File: src/rtl/sync_fifo_param.sv
// Parametrised single-clock FIFO with occupancy count, threshold flags and synchronous flush.
// Define FIFO_FWFT_EN to get first-word fall-through reads instead of registered 1-cycle reads.
module sync_fifo_param #(
  parameter int DATA_WIDTH = 16,
  parameter int DEPTH      = 8,
  parameter int AF_LEVEL   = DEPTH - 1,
  parameter int AE_LEVEL   = 1
) (
  input  logic                          clk,
  input  logic                          rst_n,
  input  logic                          flush,
  input  logic [DATA_WIDTH-1:0]         data_in,
  input  logic                          wr_en,
  input  logic                          rd_en,
  output logic [DATA_WIDTH-1:0]         data_out,
  output logic                          full,
  output logic                          empty,
  output logic                          almost_full,
  output logic                          almost_empty,
  output logic                          wr_ack,
  output logic                          overflow,
  output logic                          underflow,
  output logic [$clog2(DEPTH+1)-1:0]    count
);

  localparam int PW = (DEPTH > 1) ? $clog2(DEPTH) : 1;
  localparam int CW = $clog2(DEPTH + 1);

  localparam logic [PW-1:0] LAST_PTR = PW'(DEPTH - 1);
  localparam logic [CW-1:0] DEPTH_C  = CW'(DEPTH);
  localparam logic [CW-1:0] AF_C     = CW'(AF_LEVEL);
  localparam logic [CW-1:0] AE_C     = CW'(AE_LEVEL);

  logic [DATA_WIDTH-1:0] mem [DEPTH];
  logic [PW-1:0]         wr_ptr;
  logic [PW-1:0]         rd_ptr;
  logic [CW-1:0]         count_q;
  logic                  wr_ok;
  logic                  rd_ok;

  // Explicit wrap so non-power-of-two depths never index past the last entry.
  function automatic logic [PW-1:0] ptr_inc(input logic [PW-1:0] p);
    return (p == LAST_PTR) ? '0 : p + PW'(1);
  endfunction

  assign full         = (count_q == DEPTH_C);
  assign empty        = (count_q == '0);
  assign almost_full  = (count_q >= AF_C);
  assign almost_empty = (count_q <= AE_C);
  assign count        = count_q;

  assign wr_ok = wr_en & ~full  & ~flush;
  assign rd_ok = rd_en & ~empty & ~flush;

  always_ff @(posedge clk or negedge rst_n) begin
    if (!rst_n) begin
      wr_ptr    <= '0;
      rd_ptr    <= '0;
      count_q   <= '0;
      wr_ack    <= 1'b0;
      overflow  <= 1'b0;
      underflow <= 1'b0;
    end else if (flush) begin
      wr_ptr    <= '0;
      rd_ptr    <= '0;
      count_q   <= '0;
      wr_ack    <= 1'b0;
      overflow  <= 1'b0;
      underflow <= 1'b0;
    end else begin
      if (wr_ok) wr_ptr <= ptr_inc(wr_ptr);
      if (rd_ok) rd_ptr <= ptr_inc(rd_ptr);
      case ({wr_ok, rd_ok})
        2'b10:   count_q <= count_q + CW'(1);
        2'b01:   count_q <= count_q - CW'(1);
        default: count_q <= count_q;
      endcase
      wr_ack    <= wr_ok;
      overflow  <= wr_en & full;
      underflow <= rd_en & empty;
    end
  end

  // Storage is deliberately left unreset; only pointers and count define validity.
  always_ff @(posedge clk) begin
    if (wr_ok) mem[wr_ptr] <= data_in;
  end

`ifdef FIFO_FWFT_EN
  assign data_out = empty ? '0 : mem[rd_ptr];
`else
  logic [DATA_WIDTH-1:0] data_q;

  always_ff @(posedge clk or negedge rst_n) begin
    if (!rst_n)     data_q <= '0;
    else if (rd_ok) data_q <= mem[rd_ptr];
  end

  assign data_out = data_q;
`endif

endmodule

File: config.mk
export PLATFORM = sky130hd
export DESIGN_NAME = sync_fifo_param
export DESIGN_NICKNAME = d
export VERILOG_FILES = /design/src/rtl/sync_fifo_param.sv
export SDC_FILE = /design/constraint.sdc
export NUM_CORES = 1
export LEC_CHECK = 0
export CAP_MARGIN = 40
export CORE_UTILIZATION = 52
export CTS_CLUSTER_SIZE = 16
export DETAILED_ROUTE_END_ITERATION = 7
export GPL_TIMING_DRIVEN = 0
export PLACE_DENSITY = 0.75
export SLEW_MARGIN = 10
export SYNTH_ARGS = -nofsm -noshare
export SYNTH_HDL_FRONTEND = slang
export SYNTH_SLANG_ARGS = --single-unit
File: constraint.sdc
create_clock -name clk -period 3 [get_ports clk]
set_input_delay 0.6 -clock clk [delete_from_list [all_inputs] [get_ports clk]]
set_output_delay 0.6 -clock clk [all_outputs]
set_load 0.05 [all_outputs]
== Yosys cells after proc, flatten, opt, wreduce, memory -nomap -nowiden ==
Memories as Yosys holds them, arrays and structs flattened. A register that Yosys moved wholly into a read port is not among the register bits.
Index checks and enable logic that the tools add are counted.

* Memories kept: 1
* Memory bits (writable): 128
* Input port bits: 21
* Flip-flop bits (word level): 13

* Magnitude comparators: 2
* Eq/ne operators: 5
* Reductions and logical operators: 5
* Bitwise logic cells: 9
* Mux-type cells: 13
* Add/subtract/negate cells: 4

{| class="wikitable"
|+ Memory list
! memory !! words !! bits a word !! read ports !! clocked after Yosys merged registers in !! wr ports !! line !! text
|-
| mem || 8 || 16 || 1 || 1 || 1 || 34 || <nowiki>logic [DATA_WIDTH-1:0] mem [DEPTH];</nowiki>
|}

{| class="wikitable"
|+ Operators by type and width
! cell !! count
|-
| two-way mux 3 bit || 6
|-
| one-hot mux 4 bit (2 select lines) || 1
|-
| adder 3 x 1 -> 3 bit, second input constant || 2
|-
| bitwise AND 1 bit || 6
|-
| == test 3 bit, second input constant || 2
|-
| two-way mux 1 bit || 5
|-
| adder 4 x 1 -> 4 bit, second input constant || 1
|-
| == test 4 bit, second input constant || 1
|-
| >= comparator 4 x 3 -> 1 bit, second input constant || 1
|-
| less-or-equal comparator 4 x 1 -> 1 bit, second input constant || 1
|-
| logical NOT 4 bit || 1
|-
| two-way mux 4 bit || 1
|-
| nonzero test 2 bit || 2
|-
| subtractor 4 x 1 -> 4 bit, second input constant || 1
|-
| inverter 1 bit || 3
|-
| nonzero test 3 bit || 1
|-
| == test 2 x 1 -> 1 bit, second input constant || 1
|-
| == test 2 bit, second input constant || 1
|-
| logical NOT 1 bit || 1
|}

== Longest topological paths before layout ==
Gate-level depths: netlist of run 1.

* Depth in word-level cells: 7
* Mapped depth: 8
* Mapped depth without buffers: 7

== Worst setup path after synthesis of run 1 ==
Ideal clock, no wire load.

* Path type: register -> register
* From: register count_q[1], in the netlist count[1]
* To: memory mem[0][0], enable pin
* Stages on the path, launching flop included: 7
* Buffers on the path: 0
* Data required time: 2591 ps
* Slack: -583 ps
* Arrival time: 3174 ps
* Cells stage by stage: dfrtp_1 > inv_1 > ha_1 > nand3b_1 > inv_1 > or3_1 > nor3_1

* Longest elaborated chain between the ends: 6

{| class="wikitable"
|+ Ends and longest elaborated chain
! element !! line !! text
|-
| from (decl) || 37 || <nowiki>logic [CW-1:0] count_q;</nowiki>
|-
| from (signal assigned) || 74 || <nowiki>2'b10: count_q <= count_q + CW'(1);</nowiki>
|-
| from (signal assigned) || 75 || <nowiki>2'b01: count_q <= count_q - CW'(1);</nowiki>
|-
| from (signal assigned) || 76 || <nowiki>default: count_q <= count_q;</nowiki>
|-
| == test 4 bit || 46 || <nowiki>assign full = (count_q == DEPTH_C);</nowiki>
|-
| net full || 16 || <nowiki>output logic full,</nowiki>
|-
| inverter 1 bit || 52 || <nowiki>assign wr_ok = wr_en & ~full & ~flush;</nowiki>
|-
| bitwise AND 1 bit (2 in series) || 52 ||
|-
| two-way mux 1 bit || 86 || <nowiki>if (wr_ok) mem[wr_ptr] <= data_in;</nowiki>
|-
| two-way mux 1 bit (implied by the code) || 86 ||
|-
| to (decl) || 34 ||
|}

The timed path passes the listed nets, and every way through them passes these cells.

== Final worst setup path of run 1 ==
* From: register count_q[1], in the netlist count[1]
* To: output port almost_empty

* Longest elaborated chain between the ends: 1

{| class="wikitable"
|+ Ends and longest elaborated chain
! element !! line !! text
|-
| less-or-equal comparator 4 x 1 -> 1 bit || 49 || <nowiki>assign almost_empty = (count_q <= AE_C);</nowiki>
|-
| to (decl) || 19 || <nowiki>output logic almost_empty,</nowiki>
|}

No other way between the ends.

==> flow_metrics.env, run 1 <==
export IMPL_worstSkewPairLatency_ps=430
export IMPL_drv_slew=0
export IMPL_cp_max_fo=7
export IMPL_port_buffers=45
export IMPL_arrival_ps=2260
export IMPL_synth_xor_area_share_pct=0.141
export IMPL_switching_power_mw=2.34
export IMPL_synth_compound_area_share_pct=3.43
export IMPL_fin_crit_sh_pct=95.3
export IMPL_rows=39
export IMPL_grt_antenna_before_repair=0
export IMPL_gp_congestion=0.826
export IMPL_via_per_inst=5.93
export IMPL_grt_max_degree=30
export IMPL_final_nets=446
export IMPL_reg2reg_depth=7
export IMPL_rsz0062_at_grt="no"
export IMPL_finClkSkew_ps=8.48
export IMPL_antenna_left=0
export IMPL_wirelength_mm=12.5
export IMPL_grt_pass1_wl_mm=19.9
export IMPL_drive_gt1_share_pct=22.1
export IMPL_die_x_um=111
export IMPL_min_delay_path_class="input port to asynchronous set/reset pin"
export IMPL_syn_nets=374
export IMPL_drt_iter0_markers=312
export IMPL_layout_cells_most_common="edfxtp_1"
export IMPL_cts_buffer_depth=2
export IMPL_fp_dieH_um=111
export IMPL_syn_area_per_cell_um2=18.1
export IMPL_hold_slack_ps=249
export IMPL_place_hpwl_mm=8.13
export IMPL_max_clock_freq_mhz=350
export IMPL_status="finished, violations left"
export IMPL_drc=5
export IMPL_p_per_area_nw_per_um2=931
export IMPL_pwr_share_clk_pct=32.8
export IMPL_end_kind="output pin"
export IMPL_first_pass_iters=7
export IMPL_swShare_pct=32.9
export IMPL_root_buffer="clkbuf_16"
export IMPL_grt_ovfl_total=0
export IMPL_ir_drop_mv=0.584
export IMPL_dpl_cell_count=541
export IMPL_critPathLaunchType="flip-flop"
export IMPL_leakagePower_nw=2.61
export IMPL_ys_types=39
export IMPL_p_int_mw=4.77
export IMPL_setup_viol=0
export IMPL_clock_sinks=157
export IMPL_criticalPathCategory="flip-flop to output pin"
export IMPL_area_growth_pct=22.7
export IMPL_ios=48
export IMPL_synthAdderAreaFrac_pct=1.61
export IMPL_design_core_area_um2=11600
export IMPL_path_clk_slew_ps=60
export IMPL_synth_mux_area_share_pct=14.1
export IMPL_crit_chain="inv_1 -> ha_1 -> nor2_1 -> nor3_1 -> clkdlybuf4s50_1"
export IMPL_fin_crit_ps=2860
export IMPL_track_usage_pct=22.5
export IMPL_crit_path_max_incr_delay_ps=830
export IMPL_violations="DRC"
export IMPL_start_util_pct=53.9
export IMPL_hold_viol=0
export IMPL_h_tree_depth=4
export IMPL_power_frac_comb_pct=29.3
export IMPL_final_util_pct=66.1
export IMPL_yosys_warnings=0
export IMPL_num_vias=3400
export IMPL_worst_pin_slew_ps=766
export IMPL_seqPwrFrac_pct=37.9
export IMPL_diodes=0
export IMPL_dieArea_um2=12400
export IMPL_fin_cells=573
export IMPL_synth_simple_area_share_pct=5.44
export IMPL_syn_inst=345
export IMPL_crit_required_ps=2400
export IMPL_grt_pass1_vias=3542
export IMPL_synth_top_family_by_area="multiplexers"
export IMPL_mostFrequentLayoutCells="128 x edfxtp_1, 42 x clkdlybuf4s50_1, 32 x mux4_2"
export IMPL_fillers=770
export IMPL_synth_yosys_seq_area_share_pct=73.3
export IMPL_syn_area_um2=6230
export IMPL_totalPowerFinal_mw=7.12
export IMPL_cts_hold_buf=0
export IMPL_cpMaxStageDelayCell="clkdlybuf4s50_1"
export IMPL_cts_tree="done"
export IMPL_relSlewSlack_pct=48.9
export IMPL_ys_ff_latch=157
export IMPL_r2r_slack_ps=210
export IMPL_routedWlPerCell_um=21.9
export IMPL_numCtsBuffers=17
export IMPL_cap_violations=0
## flip-flops by register name, summed over array words and instances (netlist names)
signal / flops
underflow: 1
overflow: 1
data_out: 16
mem: 128
count: 4
wr_ack: 1
rd_ptr: 3
wr_ptr: 3
## cell usage after synthesis, drive strengths merged
master,n,area [um^2]
o31ai,1,7.51
mux4,32,721
inv,7,26.3
or3b,1,11.3
a211o,2,17.5
nand4,1,6.26
nand2,14,52.6
a31oi,2,12.5
mux2i,16,160
nand3,2,10.0
dfrtp,29,726
a41oi,1,8.76
o21ai,3,15.0
o32ai,1,8.76
o2111ai,1,8.76
xor2,1,8.76
a21o,1,7.51
or4,1,7.51
nor3,4,20.0
a211oi,1,7.51
nand4b,2,17.5
and2,1,6.26
edfxtp,128,3840
nor2,31,119
or3,2,12.5
buf,12,72.6
nor2b,1,6.26
clkbuf,5,18.8
a21oi,24,120
ha,8,100
nand2b,5,31.3
and3,3,23.8
nand3b,2,15.0
## logic make-up after synthesis
| family | Yosys count |
|---|---|
| flip-flops | 157 |
| AND/OR/NAND/NOR | 70 |
| AO/OA/AOI/OAI | 37 |
| XOR/XNOR | 1 |
| buffers and inverters | 24 |
| adder cells (fa/ha/maj) | 8 |
| multiplexers | 48 |
## layout make-up
class / instances / area [um^2] / share of cell area (%)
Multi-Input combinational cell: 164 / 1580 / 20.7
Buffer: 17 / 91.3 / 1.20
Sequential cell: 157 / 4570 / 59.8
Inverter: 7 / 26.3 / 0.344
Timing Repair Buffer: 53 / 553 / 7.24
Clock buffer: 17 / 425 / 5.57
Clock inverter: 15 / 218 / 2.85
Tap cell: 143 / 179 / 2.34
## power groups by stage
stage	Sequential, mW	Clock [mW]	Combinational, mW
6_report	2.70	2.33	2.08
5_1_grt	2.72	2.46	2.22
3_3_place_gp	2.73	0	2.03
3_5_place_dp	2.74	0	2.09
4_1_cts	2.70	2.36	2.09
2_1_floorplan	3.19	0	0.945
## worst max-delay path: cells and delay by family (launching register included)
kind          cells  cell delay, ps
simple gates      2             200
buf+inv           2             990
fa+ha+maj         1             200
flops             1             450
## what timing repair did
action	CTS	global route
buffers inserted	0	0
gates resized for setup	3	2
setup endpoints to repair	2	2
## layer usage
layer,global-route usage (%),wire (um)
met5,0,0
met4,11.4,263
met3,5.01,735
met2,35.7,6330
met1,29.8,5200
## per-stage QoR
stage               cell area [um^2]  setup slack [ps]  TNS (ps)
global route                    7640              8.76         0
floorplan                       6240              -144     -8470
detailed placement              7000               142         0
finish                          7640               142         0
CTS                             7650              16.9         0
global placement                6870              -494    -51360
## path summary, 6_finish.rpt
check / startpoint / end
min: rst_n / data_out[9]
min in group clk: data_out[5] / data_out[5]
max: count[1] / almost_empty
max in group asynchronous: rst_n / data_out[13]
min reg2reg: data_out[5] / data_out[5]
max reg2reg: count[0] / mem[0][14]
Note: power is estimated with default switching activity, not from simulation.
==> run 2: changes to the inputs <==
--- a/config.mk
+++ b/config.mk
@@ -6,11 +6,10 @@
 export NUM_CORES = 1
 export LEC_CHECK = 0
 export CAP_MARGIN = 40
-export CORE_UTILIZATION = 52
+export CORE_UTILIZATION = 30
 export CTS_CLUSTER_SIZE = 16
 export DETAILED_ROUTE_END_ITERATION = 7
 export GPL_TIMING_DRIVEN = 0
-export PLACE_DENSITY = 0.75
 export SLEW_MARGIN = 10
 export SYNTH_ARGS = -nofsm -noshare
 export SYNTH_HDL_FRONTEND = slang
==> run 2 against run 1 <==
Compared with the run above:
- combinational power barely moved
- critical path type unchanged
- the run now ends clean
- via count fell by 2.5%
- worst hold slack improved by 4.0 ps
- total power decreased by 3.5%
- first-iteration DRC count decreased by 13%
- cell area is 1.4% higher
- critical endpoint unchanged
- clock skew rose by 0.78 ps
- register-to-register slack got worse by 40 ps
==> flow_metrics.env, run 2 (synthesized netlist as in run 1, its figures left out) <==
export IMPL_final_nets=446
export IMPL_start_util_pct=30.7
export IMPL_hold_viol=0
export IMPL_dp_slack_ps=151
export IMPL_reg2reg_depth=7
export IMPL_mostFrequentLayoutCells="128 x edfxtp_1, 42 x clkdlybuf4s50_1, 32 x mux4_2"
export IMPL_cts_buffer_depth=2
export IMPL_track_usage_pct=13.3
export IMPL_design_core_area_um2=20300
export IMPL_layout_cells_most_common="edfxtp_1"
export IMPL_fillers=1892
export IMPL_drc=0
export IMPL_dr_wl_met2_mm=6.59
export IMPL_ios=48
export IMPL_power_frac_comb_pct=30.1
export IMPL_post_cts_buffers=0
export IMPL_worstSkewPairLatency_ps=430
export IMPL_clock_sinks=157
export IMPL_p_per_area_nw_per_um2=887
export IMPL_via_per_inst=4.73
export IMPL_crit_path_end="almost_empty"
export IMPL_fin_cells=700
export IMPL_cts_hold_buf=0
export IMPL_grt_pass1_vias=3520
export IMPL_grt_ovfl_total=0
export IMPL_crit_chain="inv_1 -> ha_1 -> nor2_1 -> nor3_1 -> clkdlybuf4s50_1"
export IMPL_relSlewSlack_pct=46.9
export IMPL_pwr_share_clk_pct=30.3
export IMPL_arrival_ps=2270
export IMPL_min_delay_path_class="input port to asynchronous set/reset pin"
export IMPL_antenna_left=0
export IMPL_switching_power_mw=2.37
export IMPL_critPathTopFamily="buffers and inverters"
export IMPL_gp_congestion=0.797
export IMPL_swShare_pct=34.5
export IMPL_drv_slew=0
export IMPL_root_buffer="clkbuf_16"
export IMPL_wirelength_mm=13.1
export IMPL_dieArea_um2=21300
export IMPL_grt_max_degree=30
export IMPL_fin_crit_ps=2870
export IMPL_end_kind="output pin"
export IMPL_diodes=0
export IMPL_cap_violations=0
export IMPL_largest_reg_flops=128
export IMPL_cp_depth=5
export IMPL_max_clock_freq_mhz=348
export IMPL_grt_antenna_before_repair=0
export IMPL_drt_iter0_markers=271
export IMPL_num_vias=3314
export IMPL_seqPwrFrac_pct=39.5
export IMPL_p_int_mw=4.50
export IMPL_path_clk_slew_ps=70
export IMPL_dpl_cell_count=668
export IMPL_drive_gt1_share_pct=22.3
export IMPL_worst_path_buf_inv=2
export IMPL_h_tree_depth=4
export IMPL_routedWlPerCell_um=18.7
export IMPL_grt_pass1_wl_mm=20.3
export IMPL_setup_viol=0
export IMPL_leakagePower_nw=2.59
export IMPL_crit_required_ps=2400
export IMPL_worst_pin_slew_ps=797
export IMPL_largest_register="mem"
export IMPL_critPathLaunchType="flip-flop"
export IMPL_crit_path_max_incr_delay_ps=830
export IMPL_reg2reg_to="mem[6][14]"
export IMPL_ir_drop_mv=0.392
export IMPL_numCtsBuffers=17
export IMPL_first_pass_iters=5
export IMPL_cp_max_fo=7
export IMPL_rsz0062_at_grt="yes"
export IMPL_wl_met3_um=803
export IMPL_place_hpwl_mm=8.67
export IMPL_cts_tree="done"
export IMPL_area_growth_pct=24.3
export IMPL_rows=52
export IMPL_r2r_start="count[0]"
export IMPL_die_x_um=146
export IMPL_port_buffers=45
export IMPL_criticalPathCategory="flip-flop to output pin"
export IMPL_cpMaxStageDelayCell="clkdlybuf4s50_1"
export IMPL_setup_slack_ps=129
export IMPL_r2r_slack_ps=170
export IMPL_critPathLaunch="count[1]"
export IMPL_fin_crit_sh_pct=95.7
export IMPL_finClkSkew_ps=9.25
export IMPL_fp_dieH_um=146
export IMPL_status="complete, no violations"
export IMPL_top_layer_used="met4"
export IMPL_met1_length_mm=5.62
-- run 2: final cells by class --
type / instances / area [um^2] / area share, %
clock inverter: 13 / 128 / 1.65
buffer: 17 / 91.3 / 1.18
clock buffer: 19 / 453 / 5.85
timing repair buffer: 53 / 556 / 7.17
multi-input combinational: 164 / 1590 / 20.5
inverter: 7 / 26.3 / 0.339
tap: 270 / 338 / 4.36
sequential: 157 / 4570 / 59.0
-- run 2: power groups by stage --
stage / combinational, mW / clock [mW] / sequential, mW
detailed placement: 2.11 / 0 / 2.76
global placement: 2.04 / 0 / 2.76
finish: 2.07 / 2.08 / 2.71
floorplan: 0.945 / 0 / 3.19
global route: 2.21 / 2.22 / 2.74
CTS: 2.10 / 2.13 / 2.72
-- run 2: through the flow --
stage          instance area (um^2)  hold WS (ps)  utilization, %  TNS, ps  total power [mW]
2_1_floorplan                  6240           304               -    -8470              4.14
3_3_place_gp                   7030           518            34.6   -66980              4.80
3_5_place_dp                   7170           520            35.3        0              4.87
4_1_cts                        7750           271            38.2        0              6.95
5_1_grt                        7750           302            38.2    -3.85              7.17
6_report                       7750           253            38.2        0              6.87
-- run 2: layer usage --
layer / GRT usage [%] / up-vias
met5: 0 / -
met4: 4.74 / 0
met1: 17.0 / 1713
met3: 3.81 / 9
li1: - / 1498
met2: 21.5 / 94
-- run 2: worst min-delay path by stage --
stage | start | to | slack (ps) | depth (start not counted)
global route | rst_n | underflow | 300 | 1
floorplan | rst_n | count[0] | 300 | 0
global placement | data_out[7] | data_out[7] | 520 | 2
finish | rst_n | underflow | 250 | 1
detailed placement | data_out[7] | data_out[7] | 520 | 2
CTS | rst_n | underflow | 270 | 1
-- run 2: timing repair --
action | CTS | global route
setup endpoints to repair | 2 | 2
resized for setup | 3 | 4
gates cloned | 0 | 0
-- run 2: worst reg2reg max path: stages (launching register included) --
cell,delay (ps)
dfrtp_1,490
inv_1,120
ha_1,290
nand3b_1,250
inv_1,130
or3_1,520
nor2_2,510
buf_8,240
==> run 3: changes to the inputs <==
--- a/config.mk
+++ b/config.mk
@@ -10,6 +10,7 @@
 export CTS_CLUSTER_SIZE = 16
 export DETAILED_ROUTE_END_ITERATION = 7
 export GPL_TIMING_DRIVEN = 0
+export RECOVER_POWER = 50
 export SLEW_MARGIN = 10
 export SYNTH_ARGS = -nofsm -noshare
 export SYNTH_HDL_FRONTEND = slang
==> run 3 against run 2 <==
Compared with the run above:
- the run now ends with capacitance limit, slew limit left
- critical endpoint unchanged
- non-clock buffer count did not move
- worst setup slack improved by 2.1 ps
- utilization barely moved
- clock skew fell by 0.54 ps
- first-iteration DRC count rose by 0.37%
- largest cell class unchanged
- largest power group unchanged
- total power barely moved
- routed wire length fell by 0.13%
- critical path type unchanged
- critical path depth did not move
- cell area barely moved
==> flow_metrics.env, run 3 (synthesized netlist as in run 1, its figures left out) <==
export IMPL_status="finished, violations left"
export IMPL_violations="capacitance limit, slew limit"
export IMPL_fillers=1891
export IMPL_crit_path_max_incr_delay_ps=830
export IMPL_post_cts_buffers=0
export IMPL_root_buffer="clkbuf_16"
export IMPL_tns_ps=0
export IMPL_relSlewSlack_pct=-26.8
export IMPL_worst_pin_slew_ps=1900
export IMPL_area_growth_pct=24.3
export IMPL_grt_ovfl_total=0
export IMPL_p_per_area_nw_per_um2=886
export IMPL_rows=52
export IMPL_routedWlPerCell_um=18.7
export IMPL_cap_violations=1
export IMPL_path_clk_slew_ps=60
export IMPL_cts_tree="done"
export IMPL_min_delay_start="data_out[7]"
export IMPL_place_hpwl_mm=8.67
export IMPL_cpMaxStageDelayCell="clkdlybuf4s50_1"
export IMPL_crit_chain="inv_1 -> ha_1 -> nor2_1 -> nor3_1 -> clkdlybuf4s50_1"
export IMPL_port_buffers=45
export IMPL_hold_slack_ps=531
export IMPL_max_clock_freq_mhz=349
export IMPL_totalPowerFinal_mw=6.86
export IMPL_setup_viol=0
export IMPL_antenna_left=0
export IMPL_dieArea_um2=21300
export IMPL_crit_required_ps=2400
export IMPL_critPathLaunch="count[1]"
export IMPL_design_core_area_um2=20300
export IMPL_drv_slew=30
export IMPL_dpl_cell_count=668
export IMPL_worstSkewPairLatency_ps=420
export IMPL_largest_reg_flops=128
export IMPL_numCtsBuffers=17
export IMPL_r2r_start="count[0]"
export IMPL_grt_pass1_wl_mm=20.3
export IMPL_critPathLaunchType="flip-flop"
export IMPL_fin_cells=700
export IMPL_first_pass_iters=4
export IMPL_track_usage_pct=13.3
export IMPL_arrival_ps=2270
export IMPL_cts_buffer_depth=2
export IMPL_dp_slack_ps=151
export IMPL_gp_congestion=0.797
export IMPL_final_nets=446
export IMPL_min_delay_path_class="flip-flop to flip-flop"
export IMPL_cp_max_fo=7
export IMPL_fin_crit_ps=2870
export IMPL_ios=48
export IMPL_grt_pass1_vias=3520
export IMPL_fp_dieH_um=146
export IMPL_ir_drop_mv=0.390
export IMPL_drc=0
export IMPL_diodes=0
export IMPL_drive_gt1_share_pct=22.1
export IMPL_clock_sinks=157
export IMPL_via_per_inst=4.74
export IMPL_grt_max_degree=30
export IMPL_hold_viol=0
export IMPL_drt_iter0_markers=272
export IMPL_num_vias=3317
export IMPL_start_util_pct=30.7
export IMPL_rsz0062_at_grt="yes"
export IMPL_fin_crit_sh_pct=95.6
export IMPL_wirelength_mm=13.1
export IMPL_mostFrequentLayoutCells="128 x edfxtp_1, 32 x mux4_2, 29 x dfrtp_1"
export IMPL_grt_antenna_before_repair=0
export IMPL_die_x_um=146
export IMPL_end_kind="output pin"
export IMPL_setup_slack_ps=131
export IMPL_leakagePower_nw=2.59
export IMPL_finClkSkew_ps=8.71
export IMPL_largest_register="mem"
export IMPL_layout_cells_most_common="edfxtp_1"
export IMPL_h_tree_depth=4
export IMPL_criticalPathCategory="flip-flop to output pin"
run 3: changes by cell type in the layout (fill, tap and decap cells not counted), sizes merged:
cell,delta
buf,-1
clkbuf,+1
clkdlybuf4s50,-16
dlygate4sd3,+16
run 3: power breakdown:
group | total (mW) | internal, mW | switching, mW | leakage [nW]
sequential | 2.71 | 2.57 | 0.149 | 1.51
combinational | 2.07 | 0.725 | 1.34 | 0.801
clock | 2.08 | 1.20 | 0.880 | 0.280
total | 6.86 | 4.49 | 2.37 | 2.59
run 3: area by class of cell:
type                            instances  area, um^2  area share, %
Tap cell                              270         338           4.36
Inverter                                7        26.3          0.339
Sequential cell                       157        4570           59.0
Buffer                                 17        91.3           1.18
Timing Repair Buffer                   53         554           7.16
Clock inverter                         13         128           1.65
Multi-Input combinational cell        164        1590           20.5
Clock buffer                           19         453           5.85
run 3: layer usage:
| layer | routed length [um] | vias to the layer above | GRT usage [%] |
|---|---|---|---|
| met1 | 5620 | 1710 | 17.0 |
| met5 | 0 | - | 0 |
| met2 | 6560 | 97 | 21.5 |
| met4 | 119 | 0 | 4.74 |
| met3 | 810 | 11 | 3.81 |
| li1 | - | 1499 | - |
run 3: path summary, 6_finish.rpt:
kind	slack, ps	to	depth (start not counted)
worst min register to register	530	data_out[7]	2
worst max-delay path	130	almost_empty	5
min in group asynchronous	690	underflow	1
worst min-delay path	530	data_out[7]	2
max in group asynchronous	1200	data_out[3]	1
worst max register to register	170	mem[6][14]	7
run 3: what timing repair did:
action | in CTS | in global routing
hold buffers | 0 | 0
hold endpoints to repair | 0 | 0
gates resized for setup | 3 | 4
endpoints found under the setup margin | 2 | 2
gates cloned | 0 | 0
run 3: worst max-delay path: cells and delay by family, from the launching register on:
kind | cells | cell delay (ps)
adders and majority gates | 1 | 210
DFF | 1 | 460
buffers and inverters | 2 | 980
and+or+nand+nor | 2 | 200
run 3: through the flow:
| step | area [um^2] | utilization (%) |
|---|---|---|
| 2_1_floorplan | 6240 | - |
| 3_3_place_gp | 7030 | 34.6 |
| 3_5_place_dp | 7170 | 35.3 |
| 4_1_cts | 7750 | 38.2 |
| 5_1_grt | 7740 | 38.2 |
| 6_report | 7740 | 38.2 |
